**config.mk**
```make
export PLATFORM = sky130hd
export DESIGN_NAME = uart_wb_master_bridge
export DESIGN_NICKNAME = d
export VERILOG_FILES = /design/src/rtl/uart_wb_master_bridge_pkg.sv /design/src/rtl/uart_wb_master_bridge_byte_phy.sv /design/src/rtl/uart_wb_master_bridge.sv
export SDC_FILE = /design/constraint.sdc
export NUM_CORES = 1
export LEC_CHECK = 0
export CAP_MARGIN = 20
export CORE_AREA = 2 2 180 182
export DETAILED_ROUTE_END_ITERATION = 10
export DIE_AREA = 0 0 182 184
export PLACE_DENSITY = 0.44
export SETUP_SLACK_MARGIN = 0.1
export SYNTH_ARGS = -nofsm -noshare
export SYNTH_HDL_FRONTEND = slang
export SYNTH_SLANG_ARGS = --single-unit
```
**constraint.sdc**
```tcl
create_clock -name wb_clk_i -period 2.9 [get_ports wb_clk_i]
set_input_delay 0.435 -clock wb_clk_i [delete_from_list [all_inputs] [get_ports wb_clk_i]]
set_output_delay 0.435 -clock wb_clk_i [all_outputs]
set_load 0.02 [all_outputs]
```
**src/rtl/uart_wb_master_bridge_pkg.sv**
```systemverilog
// Shared definitions for the UART-to-Wishbone debug bridge.
//   - Command/response byte codes of the host protocol.
//   - State types for the command FSM and the byte PHY.
//   - rsp_byte(): selects the outgoing response byte by index.
package uart_wb_master_bridge_pkg;

  localparam logic [7:0] CMD_WRITE = 8'h01;
  localparam logic [7:0] CMD_READ  = 8'h02;
  localparam logic [7:0] RSP_OK    = 8'hA5;
  localparam logic [7:0] RSP_ERR   = 8'hEE;

  typedef enum logic [2:0] {
    ST_IDLE,
    ST_ADDR,
    ST_DATA,
    ST_BUS,
    ST_RESP
  } bridge_state_e;

  typedef enum logic [1:0] {
    RX_IDLE,
    RX_START,
    RX_DATA,
    RX_STOP
  } rx_state_e;

  typedef enum logic {
    TX_IDLE,
    TX_SEND
  } tx_state_e;

  // Index 0 is the status byte; indices 1..4 are read data, MSB first.
  function automatic logic [7:0] rsp_byte(input logic [2:0]  idx,
                                          input logic [7:0]  status,
                                          input logic [31:0] data);
    logic [7:0] b;
    case (idx)
      3'd1:    b = data[31:24];
      3'd2:    b = data[23:16];
      3'd3:    b = data[15:8];
      3'd4:    b = data[7:0];
      default: b = status;
    endcase
    return b;
  endfunction

endpackage

```
**src/rtl/uart_wb_master_bridge_byte_phy.sv**
```systemverilog
// uart_byte_phy: 8N1 byte deserialiser/serialiser.
// Ports:
//   clk_i, rst_i       clock, synchronous active-high reset
//   rx_i               async serial input (idle high)
//   tx_o               serial output (idle high, registered)
//   rx_valid_o         one-cycle pulse, rx_data_o holds a good byte
//   rx_data_o          last received byte
//   rx_ferr_o          one-cycle pulse, stop bit sampled low (byte dropped)
//   tx_start_i         load tx_data_i when tx_busy_o is low
//   tx_data_i          byte to send
//   tx_busy_o          frame in progress; low during the final stop-bit cycle
//                      so the next byte can follow without a gap
module uart_byte_phy #(
  parameter int unsigned BIT_DIV = 208
) (
  input  logic       clk_i,
  input  logic       rst_i,
  input  logic       rx_i,
  output logic       tx_o,
  output logic       rx_valid_o,
  output logic [7:0] rx_data_o,
  output logic       rx_ferr_o,
  input  logic       tx_start_i,
  input  logic [7:0] tx_data_i,
  output logic       tx_busy_o
);
  import uart_wb_master_bridge_pkg::*;

  localparam int unsigned CW = (BIT_DIV > 2) ? $clog2(BIT_DIV) : 1;
  localparam logic [CW-1:0] LAST_CNT = CW'(BIT_DIV - 1);
  localparam logic [CW-1:0] HALF_CNT = CW'(BIT_DIV / 2 - 1);

  // ---------------- RX ----------------
  logic rx_meta_q, rx_sync_q, rx_prev_q;

  always_ff @(posedge clk_i) begin
    if (rst_i) begin
      rx_meta_q <= 1'b1;
      rx_sync_q <= 1'b1;
      rx_prev_q <= 1'b1;
    end else begin
      rx_meta_q <= rx_i;
      rx_sync_q <= rx_meta_q;
      rx_prev_q <= rx_sync_q;
    end
  end

  rx_state_e     rx_state_q, rx_state_d;
  logic [CW-1:0] rx_cnt_q, rx_cnt_d;
  logic [2:0]    rx_bit_q, rx_bit_d;
  logic [7:0]    rx_shift_q, rx_shift_d;
  logic          rx_valid_q, rx_valid_d;
  logic          rx_ferr_q, rx_ferr_d;

  always_ff @(posedge clk_i) begin
    if (rst_i) begin
      rx_state_q <= RX_IDLE;
      rx_cnt_q   <= '0;
      rx_bit_q   <= '0;
      rx_shift_q <= '0;
      rx_valid_q <= 1'b0;
      rx_ferr_q  <= 1'b0;
    end else begin
      rx_state_q <= rx_state_d;
      rx_cnt_q   <= rx_cnt_d;
      rx_bit_q   <= rx_bit_d;
      rx_shift_q <= rx_shift_d;
      rx_valid_q <= rx_valid_d;
      rx_ferr_q  <= rx_ferr_d;
    end
  end

  always_comb begin
    rx_state_d = rx_state_q;
    rx_cnt_d   = rx_cnt_q;
    rx_bit_d   = rx_bit_q;
    rx_shift_d = rx_shift_q;
    rx_valid_d = 1'b0;
    rx_ferr_d  = 1'b0;
    case (rx_state_q)
      RX_IDLE: begin
        if (rx_prev_q && !rx_sync_q) begin
          rx_state_d = RX_START;
          rx_cnt_d   = '0;
        end
      end
      RX_START: begin
        if (rx_cnt_q == HALF_CNT) begin
          rx_cnt_d   = '0;
          rx_bit_d   = '0;
          // A glitch shorter than half a bit returns to idle.
          rx_state_d = rx_sync_q ? RX_IDLE : RX_DATA;
        end else begin
          rx_cnt_d = rx_cnt_q + 1'b1;
        end
      end
      RX_DATA: begin
        if (rx_cnt_q == LAST_CNT) begin
          rx_cnt_d   = '0;
          rx_shift_d = {rx_sync_q, rx_shift_q[7:1]};
          rx_bit_d   = rx_bit_q + 3'd1;
          if (rx_bit_q == 3'd7) rx_state_d = RX_STOP;
        end else begin
          rx_cnt_d = rx_cnt_q + 1'b1;
        end
      end
      RX_STOP: begin
        if (rx_cnt_q == LAST_CNT) begin
          rx_cnt_d   = '0;
          rx_state_d = RX_IDLE;
          rx_valid_d = rx_sync_q;
          rx_ferr_d  = !rx_sync_q;
        end else begin
          rx_cnt_d = rx_cnt_q + 1'b1;
        end
      end
      default: rx_state_d = RX_IDLE;
    endcase
  end

  assign rx_valid_o = rx_valid_q;
  assign rx_ferr_o  = rx_ferr_q;
  assign rx_data_o  = rx_shift_q;

  // ---------------- TX ----------------
  tx_state_e     tx_state_q, tx_state_d;
  logic [CW-1:0] tx_cnt_q, tx_cnt_d;
  logic [3:0]    tx_bit_q, tx_bit_d;
  logic [9:0]    tx_shift_q, tx_shift_d;
  logic          tx_last;

  always_ff @(posedge clk_i) begin
    if (rst_i) begin
      tx_state_q <= TX_IDLE;
      tx_cnt_q   <= '0;
      tx_bit_q   <= '0;
      tx_shift_q <= '1;
    end else begin
      tx_state_q <= tx_state_d;
      tx_cnt_q   <= tx_cnt_d;
      tx_bit_q   <= tx_bit_d;
      tx_shift_q <= tx_shift_d;
    end
  end

  assign tx_last   = (tx_state_q == TX_SEND) && (tx_bit_q == 4'd9) && (tx_cnt_q == LAST_CNT);
  assign tx_busy_o = (tx_state_q == TX_SEND) && !tx_last;
  assign tx_o      = tx_shift_q[0];

  always_comb begin
    tx_state_d = tx_state_q;
    tx_cnt_d   = tx_cnt_q;
    tx_bit_d   = tx_bit_q;
    tx_shift_d = tx_shift_q;
    if (tx_start_i && !tx_busy_o) begin
      tx_state_d = TX_SEND;
      tx_cnt_d   = '0;
      tx_bit_d   = '0;
      tx_shift_d = {1'b1, tx_data_i, 1'b0};
    end else if (tx_state_q == TX_SEND) begin
      if (tx_cnt_q == LAST_CNT) begin
        tx_cnt_d = '0;
        if (tx_bit_q == 4'd9) begin
          tx_state_d = TX_IDLE;
          tx_shift_d = '1;
        end else begin
          tx_bit_d   = tx_bit_q + 4'd1;
          tx_shift_d = {1'b1, tx_shift_q[9:1]};
        end
      end else begin
        tx_cnt_d = tx_cnt_q + 1'b1;
      end
    end
  end

endmodule

```
**src/rtl/uart_wb_master_bridge.sv**
```systemverilog
// uart_wb_master_bridge: host debug initiator. Decodes binary commands from
// a UART 8N1 line and runs single Wishbone B4 classic cycles as bus master.
//   Write: 01 A3 A2 A1 A0 D3 D2 D1 D0 -> A5 (or EE)
//   Read : 02 A3 A2 A1 A0             -> A5 D3 D2 D1 D0 (or EE)
//   Other command byte                -> EE, no bus cycle
// Ports:
//   wb_clk_i, wb_rst_i    clock, synchronous active-high reset
//   uart_rx_i, uart_tx_o  serial in/out, idle high
//   wbm_*                 Wishbone master (stb mirrors cyc, sel=F in a cycle)
//   busy_o                high from first command byte to last response stop bit
// Build option: define BRIDGE_TIMEOUT_EN to abort a bus cycle with no
// ack/err after TIMEOUT_CYCLES cycles (response EE).
module uart_wb_master_bridge #(
  parameter int unsigned CLK_FREQ_HZ    = 24000000,
  parameter int unsigned BAUD           = 115200,
  parameter int unsigned TIMEOUT_CYCLES = 1024
) (
  input  logic        wb_clk_i,
  input  logic        wb_rst_i,
  input  logic        uart_rx_i,
  output logic        uart_tx_o,
  output logic [31:0] wbm_adr_o,
  output logic [31:0] wbm_dat_o,
  output logic [3:0]  wbm_sel_o,
  output logic        wbm_we_o,
  output logic        wbm_cyc_o,
  output logic        wbm_stb_o,
  input  logic [31:0] wbm_dat_i,
  input  logic        wbm_ack_i,
  input  logic        wbm_err_i,
  output logic        busy_o
);
  import uart_wb_master_bridge_pkg::*;

  localparam int unsigned BIT_DIV = CLK_FREQ_HZ / BAUD;

  logic       rx_valid, rx_ferr, tx_start, tx_busy;
  logic [7:0] rx_data, tx_data;

  uart_byte_phy #(
    .BIT_DIV (BIT_DIV)
  ) u_phy (
    .clk_i      (wb_clk_i),
    .rst_i      (wb_rst_i),
    .rx_i       (uart_rx_i),
    .tx_o       (uart_tx_o),
    .rx_valid_o (rx_valid),
    .rx_data_o  (rx_data),
    .rx_ferr_o  (rx_ferr),
    .tx_start_i (tx_start),
    .tx_data_i  (tx_data),
    .tx_busy_o  (tx_busy)
  );

  bridge_state_e state_q, state_d;
  logic [1:0]    cnt_q, cnt_d;
  logic          is_wr_q, is_wr_d;
  logic [31:0]   addr_q, addr_d;
  logic [31:0]   wdata_q, wdata_d;
  logic [31:0]   rdata_q, rdata_d;
  logic [7:0]    status_q, status_d;
  logic [2:0]    rsp_len_q, rsp_len_d;
  logic [2:0]    rsp_idx_q, rsp_idx_d;
  logic          cyc_q, cyc_d;
  logic          we_q, we_d;
  logic [3:0]    sel_q, sel_d;
  logic [31:0]   adr_q, adr_d;
  logic [31:0]   dat_q, dat_d;
  logic          tmo_hit;

`ifdef BRIDGE_TIMEOUT_EN
  localparam int unsigned TW = $clog2(TIMEOUT_CYCLES + 1);
  logic [TW-1:0] tmo_q;

  // Counts cycles spent in BUS; zero on the first cycle cyc is high.
  always_ff @(posedge wb_clk_i) begin
    if (wb_rst_i || state_q != ST_BUS) tmo_q <= '0;
    else                               tmo_q <= tmo_q + 1'b1;
  end

  assign tmo_hit = (tmo_q == TW'(TIMEOUT_CYCLES - 1));
`else
  assign tmo_hit = 1'b0;
`endif

  always_ff @(posedge wb_clk_i) begin
    if (wb_rst_i) begin
      state_q   <= ST_IDLE;
      cnt_q     <= '0;
      is_wr_q   <= 1'b0;
      addr_q    <= '0;
      wdata_q   <= '0;
      rdata_q   <= '0;
      status_q  <= '0;
      rsp_len_q <= '0;
      rsp_idx_q <= '0;
      cyc_q     <= 1'b0;
      we_q      <= 1'b0;
      sel_q     <= '0;
      adr_q     <= '0;
      dat_q     <= '0;
    end else begin
      state_q   <= state_d;
      cnt_q     <= cnt_d;
      is_wr_q   <= is_wr_d;
      addr_q    <= addr_d;
      wdata_q   <= wdata_d;
      rdata_q   <= rdata_d;
      status_q  <= status_d;
      rsp_len_q <= rsp_len_d;
      rsp_idx_q <= rsp_idx_d;
      cyc_q     <= cyc_d;
      we_q      <= we_d;
      sel_q     <= sel_d;
      adr_q     <= adr_d;
      dat_q     <= dat_d;
    end
  end

  always_comb begin
    state_d   = state_q;
    cnt_d     = cnt_q;
    is_wr_d   = is_wr_q;
    addr_d    = addr_q;
    wdata_d   = wdata_q;
    rdata_d   = rdata_q;
    status_d  = status_q;
    rsp_len_d = rsp_len_q;
    rsp_idx_d = rsp_idx_q;
    cyc_d     = cyc_q;
    we_d      = we_q;
    sel_d     = sel_q;
    adr_d     = adr_q;
    dat_d     = dat_q;
    tx_start  = 1'b0;
    tx_data   = rsp_byte(rsp_idx_q, status_q, rdata_q);

    case (state_q)
      ST_IDLE: begin
        if (rx_valid) begin
          cnt_d = '0;
          if (rx_data == CMD_WRITE) begin
            is_wr_d = 1'b1;
            state_d = ST_ADDR;
          end else if (rx_data == CMD_READ) begin
            is_wr_d = 1'b0;
            state_d = ST_ADDR;
          end else begin
            status_d  = RSP_ERR;
            rsp_len_d = 3'd1;
            rsp_idx_d = '0;
            state_d   = ST_RESP;
          end
        end
      end

      ST_ADDR: begin
        if (rx_ferr) begin
          state_d = ST_IDLE;
        end else if (rx_valid) begin
          addr_d = {addr_q[23:0], rx_data};
          cnt_d  = cnt_q + 2'd1;
          if (cnt_q == 2'd3) begin
            if (is_wr_q) begin
              state_d = ST_DATA;
            end else begin
              // Bus outputs are loaded on the same edge that enters BUS.
              state_d = ST_BUS;
              cyc_d   = 1'b1;
              we_d    = 1'b0;
              sel_d   = 4'hF;
              adr_d   = {addr_d[31:2], 2'b00};
              dat_d   = wdata_q;
            end
          end
        end
      end

      ST_DATA: begin
        if (rx_ferr) begin
          state_d = ST_IDLE;
        end else if (rx_valid) begin
          wdata_d = {wdata_q[23:0], rx_data};
          cnt_d   = cnt_q + 2'd1;
          if (cnt_q == 2'd3) begin
            state_d = ST_BUS;
            cyc_d   = 1'b1;
            we_d    = 1'b1;
            sel_d   = 4'hF;
            adr_d   = {addr_q[31:2], 2'b00};
            dat_d   = wdata_d;
          end
        end
      end

      // Incoming bytes (including bad frames) are ignored here and in RESP.
      ST_BUS: begin
        if (wbm_ack_i || wbm_err_i || tmo_hit) begin
          cyc_d     = 1'b0;
          we_d      = 1'b0;
          sel_d     = '0;
          adr_d     = '0;
          dat_d     = '0;
          rsp_idx_d = '0;
          state_d   = ST_RESP;
          if (wbm_ack_i && !wbm_err_i) begin
            status_d = RSP_OK;
            if (is_wr_q) begin
              rsp_len_d = 3'd1;
            end else begin
              rsp_len_d = 3'd5;
              rdata_d   = wbm_dat_i;
            end
          end else begin
            status_d  = RSP_ERR;
            rsp_len_d = 3'd1;
          end
        end
      end

      ST_RESP: begin
        if (!tx_busy) begin
          if (rsp_idx_q == rsp_len_q) begin
            state_d = ST_IDLE;
          end else begin
            tx_start  = 1'b1;
            rsp_idx_d = rsp_idx_q + 3'd1;
          end
        end
      end

      default: state_d = ST_IDLE;
    endcase
  end

  assign wbm_cyc_o = cyc_q;
  assign wbm_stb_o = cyc_q;
  assign wbm_we_o  = we_q;
  assign wbm_sel_o = sel_q;
  assign wbm_adr_o = adr_q;
  assign wbm_dat_o = dat_q;
  assign busy_o    = (state_q != ST_IDLE);

endmodule

```
==> flow_metrics.tcl, run 1 <==
set metrics [dict create \
    core_area_mm2 0.0314 \
    finalPower_w 0.00649 \
    synth_seq_cells 221 \
    gp_congestion 0.742 \
    worst_ep_required_time_ns 2.47 \
    hold_ws_ns 0.252 \
    worst_slew_pin_slew_ns 0.651 \
    path_class "reg2out" \
    n_fill_cell 3313 \
    cts_setup_buffers 0 \
    clk_latency_ns 0.52 \
    synthDistinctLibCells 53 \
    cts_root_buffer "clkbuf_16" \
    status "complete, no violations" \
    crit_path_max_fanout 9 \
    fin_skew_ns 0.0122 \
    fmax_mhz 391 \
    post_drt_wl_per_cell_um 15.4 \
    cts_tree "done" \
    period_needed_ns 2.56 \
    yosysTopAreaCell "dfxtp_1" \
    yosysMostFrequentCell "nand2_1" \
    io_pins 110 \
    grt_pass1_wl_mm 42.4 \
    ctsResizeCount 0 \
    power_density_mw_per_mm2 555 \
    nets 1295 \
    drt_iter0_drc 461 \
    die_area_mm2 0.0335 \
    ir_drop_v 0.000372 \
    maxSlewViolCount 0 \
    htreeDepth 1 \
    synth_cells 1185 \
    antenna_found_initial 0 \
    drv_cap 0 \
    clk_path_buf_depth 3 \
    startpoint_type "register" \
    row_count 65 \
    synth_top_area_share_pct 47.2 \
    cts_buffers 27 \
    cp.arrival_ns 2.13 \
    cts_sinks 221 \
    finalWirelength_mm 25.7 \
    grt_max_degree 101 \
    hpwl_mm 16.1 \
    antenna_left 0 \
    vias 8206 \
    die_w_um 182 \
    synth_edf_count 0 \
    firstDrtPassIters 5 \
    period_share_pct 88.3 \
    yosysWarnings 0 \
    async_flop_share_pct 0 \
    synth_top_flop_cell "dfxtp_1" \
    drive_above_1_share_pct 6.25 \
    hold_viol_final 0 \
    area_delta_synth_final_pct 24.5 \
    yosys-top-cells-area "dfxtp_1, nand2_1, a21oi_1" \
    synthTopCellsByCount "nand2_1, dfxtp_1, a21oi_1" \
    routed_via_density 4.92 \
    path_clk_slew_ns 0.06 \
    grt_util_all_layers_pct 15.4 \
    grt_overflow 0 \
    port_buffers 107 \
    yosysSeqAreaShare_pct 47.2 \
    grt_pass1_vias 7829 \
    rsz0062_at_grt "false" \
    setup-violations-final 0 \
    leakage_nw 3.76 \
    setup_tns_ns 0 \
    ctsHoldBuffers 0 \
    syn_area_per_cell_um2 7.92 \
    relSlewSlack_pct 56.3 \
    hold_path.class "in2reg" \
    end_kind "primary output" \
    fp.dieH_um 184 \
    syn-cell-area_mm2 0.00938 \
    antenna_cells 0 \
    drt_drc_violations_left 0 \
    start_util_pct 29.9 \
]
## power by group
group | internal [W] | switching [W]
registers | 0.00304 | 0.00000521
logic | 0.0000622 | 0.000100
clock network | 0.00201 | 0.00127
total | 0.00511 | 0.00138
## worst paths after layout
kind,start,to,slack [ns],cells after the start
min reg2reg,u_phy.rx_meta_q,u_phy.rx_sync_q,0.40,1
min,wb_rst_i,addr_q[20],0.25,2
max,state_q[0],busy_o,0.34,4
max reg2reg,u_phy.tx_bit_q[1],u_phy.tx_shift_q[3],0.65,8
## stage by stage
stage | cells | util [%] | cell area, um2 | worst slack, ns
3_5_place_dp | 1619 | 34.4 | 10800 | 0.460
2_1_floorplan | 1186 | - | 9390 | 0.791
4_1_cts | 1667 | 37.2 | 11700 | 0.260
6_report | 1667 | 37.2 | 11700 | 0.340
3_3_place_gp | 1619 | 34.4 | 10800 | 0.530
5_1_grt | 1667 | 37.2 | 11700 | 0.241
## cells by family after synthesis
logic type / Yosys count / synth area share, %
xor+xnor: 13 / 1.21
buf+inv: 170 / 7.28
other cells: 1 / 0.0400
fa+ha+maj: 12 / 1.60
compound gates: 271 / 18.6
mux: 14 / 1.51
simple gates: 483 / 22.6
flops: 221 / 47.2
## cell type report
class | instances | area [um2] | share of cell area, %
repair buffers | 129 | 1300 | 11.1
well taps | 402 | 503 | 4.31
clock inverters | 11 | 111 | 0.954
multi-input cells | 795 | 4310 | 36.9
flip-flops and latches | 221 | 4420 | 37.9
clock buffers | 37 | 763 | 6.54
inverters | 72 | 270 | 2.31
## layout by cell type (no fill, tap or decap), types with 11 or more instances in the layout
cell / count
nand2_1: 269
dfxtp_1: 221
a21oi_1: 129
clkdlybuf4s50_1: 106
inv_1: 72
nand3_1: 72
nor2_1: 67
o311ai_1: 59
clkbuf_16: 27
o21ai_0: 22
buf_4: 17
nor3_1: 14
mux2i_1: 13
ha_1: 12
a211oi_1: 11
## registers in the layout (all words and copies together), names as in the netlist, 2 cells and up, named ones only
register and count:
addr_q 32, cnt_q 2, rdata_q 32, rsp_idx_q 3, state_q 3, status_q 3, u_phy.rx_bit_q 3, u_phy.rx_cnt_q 8
u_phy.rx_data_o 8, u_phy.tx_bit_q 4, u_phy.tx_cnt_q 8, u_phy.tx_shift_q 9, wbm_adr_o 30, wbm_dat_o 32, wdata_q 32
## worst max-delay path, cell delays in order (launching register included)
cell	delay (ns)
dfxtp_1	0.40
buf_4	0.21
nor3_1	0.31
inv_1	0.10
clkdlybuf4s50_1	0.60
## layer usage
layer / GRT usage, % / vias to the layer above / wire [um]
li1: - / 4199 / -
met1: 22.6 / 3835 / 13100
met2: 23.9 / 135 / 11100
met3: 2.26 / 37 / 928
met4: 3.29 / 0 / 486
met5: 0 / - / 0
No activity file was read; power rests on OpenSTA's default activity.
==> run 2, diff against run 1 <==
--- a/config.mk
+++ b/config.mk
@@ -9,7 +9,7 @@
 export CORE_AREA = 2 2 180 182
 export DETAILED_ROUTE_END_ITERATION = 10
 export DIE_AREA = 0 0 182 184
-export PLACE_DENSITY = 0.44
+export PLACE_DENSITY = 0.47
 export SETUP_SLACK_MARGIN = 0.1
 export SYNTH_ARGS = -nofsm -noshare
 export SYNTH_HDL_FRONTEND = slang
==> flow_metrics.tcl, run 2 (synthesis gave the netlist of run 1 again) <==
set metrics [dict create \
    status "complete, no violations" \
    critical_path.top_delay_family "buffers and inverters" \
    period_needed_ns 2.63 \
    cts_sinks 221 \
    post_drt_wl_per_cell_um 15.0 \
    crit_path_max_fanout 16 \
    ir_drop_v 0.000300 \
    clk_latency_ns 0.53 \
    fp.dieH_um 184 \
    clock_power_share_pct 49.6 \
    routed_via_density 4.86 \
    drv_cap 0 \
    postLayoutCellArea_mm2 0.0116 \
    startpoint_type "register" \
    slowest_stage "dfxtp_1" \
    cts_root_buffer "clkbuf_16" \
    maxSlewViolCount 0 \
    grt_max_degree 126 \
    post-place-ws_ns 0.484 \
    grt_overflow 0 \
    final_common_cell "nand2_1" \
    die_area_mm2 0.0335 \
    power.switching_w 0.00138 \
    htreeDepth 1 \
    antenna_left 0 \
    fin_skew_ns 0.0166 \
    start_util_pct 29.9 \
    fin_cells 1663 \
    max_stage_delay_ns 0.71 \
    place_area_mm2 0.0108 \
    crit_chain "nor3_1, inv_1, clkdlybuf4s50_1" \
    io_pins 110 \
    p_sw_share_pct 21.6 \
    port_buffers 107 \
    row_count 65 \
    ctsHoldBuffers 0 \
    drt_iter0_drc 546 \
    power_density_mw_per_mm2 548 \
    drive_above_1_share_pct 5.95 \
    worst_slew_pin_slew_ns 0.710 \
    leakage_nw 3.73 \
    antenna_found_initial 0 \
    path_clk_slew_ns 0.06 \
    rsz0062_at_grt "false" \
    vias 8076 \
    setup_ws_ns 0.274 \
    drt_drc_violations_left 0 \
    grt_pass1_wl_mm 41.7 \
    path_class "reg2out" \
    dp_cells 1616 \
    core_area_mm2 0.0314 \
    setup-violations-final 0 \
    cts_buffers 26 \
    nets 1291 \
    fmax_mhz 381 \
    n_fill_cell 3329 \
    period_share_pct 90.5 \
    cts_tree "done" \
    final_cell_mix "nand2_1, dfxtp_1, a21oi_1, clkdlybuf4s50_1" \
    firstDrtPassIters 4 \
    cts_setup_buffers 0 \
    worst_ep_required_time_ns 2.47 \
    gp_congestion 0.721 \
    ctsResizeCount 0 \
    hpwl_mm 15.4 \
    seqPwrFrac_pct 47.8 \
    antenna_cells 0 \
    relSlewSlack_pct 52.6 \
    intPower_w 0.00499 \
    grt_pass1_vias 7844 \
    hold_path.class "in2reg" \
    clk_path_buf_depth 3 \
    finalWirelength_mm 25.0 \
    hold_viol_final 0 \
    p_comb_share_pct 2.5 \
    die_w_um 182 \
    end_kind "primary output" \
    finalPower_w 0.00637 \
    cp.arrival_ns 2.19 \
    grt_util_all_layers_pct 15.0 \
    area_delta_synth_final_pct 23.8 \
    cp_num_buf_inv 2 \
    setup_tns_ns 0 \
]
-- run 2: cell types whose count changed in the layout (fill, tap and decap cells not counted), sizes merged --
| cell | previous run | this run |
|---|---|---|
| bufinv | 2 | 1 |
| clkinv | 8 | 9 |
| buf | 23 | 20 |
| clkinvlp | 1 | 0 |
-- run 2: through the flow --
step                      util, %  hold WS (ns)
after CTS                    37.0         0.398
after global placement       34.3         0.395
after floorplan                 -         0.389
after global routing         37.0         0.405
after detailed placement     34.3         0.405
final                        37.0         0.364
-- run 2: cell type report --
cell class / count / area [um2] / share of cell area, %
clock buffer: 37 / 752 / 6.47
clock inverter: 10 / 86.3 / 0.743
inverter: 72 / 270 / 2.33
multi-input combinational: 795 / 4310 / 37.1
sequential: 221 / 4420 / 38.1
tap: 402 / 503 / 4.33
timing repair buffer: 126 / 1280 / 11.0
-- run 2: power by group through the flow --
stage	Combinational, W	Sequential [W]	Clock, W
2_1_floorplan	0.0000809	0.00311	0
3_3_place_gp	0.000163	0.00311	0
3_5_place_dp	0.000164	0.00311	0
4_1_cts	0.000164	0.00305	0.00327
5_1_grt	0.000176	0.00305	0.00340
6_report	0.000162	0.00305	0.00316
-- run 2: path summary, 6_finish.rpt --
kind,from,to,slack [ns],depth (start not counted)
setup reg to reg,rsp_idx_q[2],u_phy.tx_shift_q[7],0.66,7
hold / removal,wb_rst_i,addr_q[30],0.36,2
hold reg to reg,u_phy.rx_meta_q,u_phy.rx_sync_q,0.42,1
setup / recovery,state_q[2],busy_o,0.27,3
-- run 2: routing by layer --
layer	wire length (um)	GRT usage [%]	share of wire (%)
met1	12700	21.4	51
met2	11000	24.1	44
met3	849	2.04	3.4
met4	377	3.29	1.5
met5	0	0	0
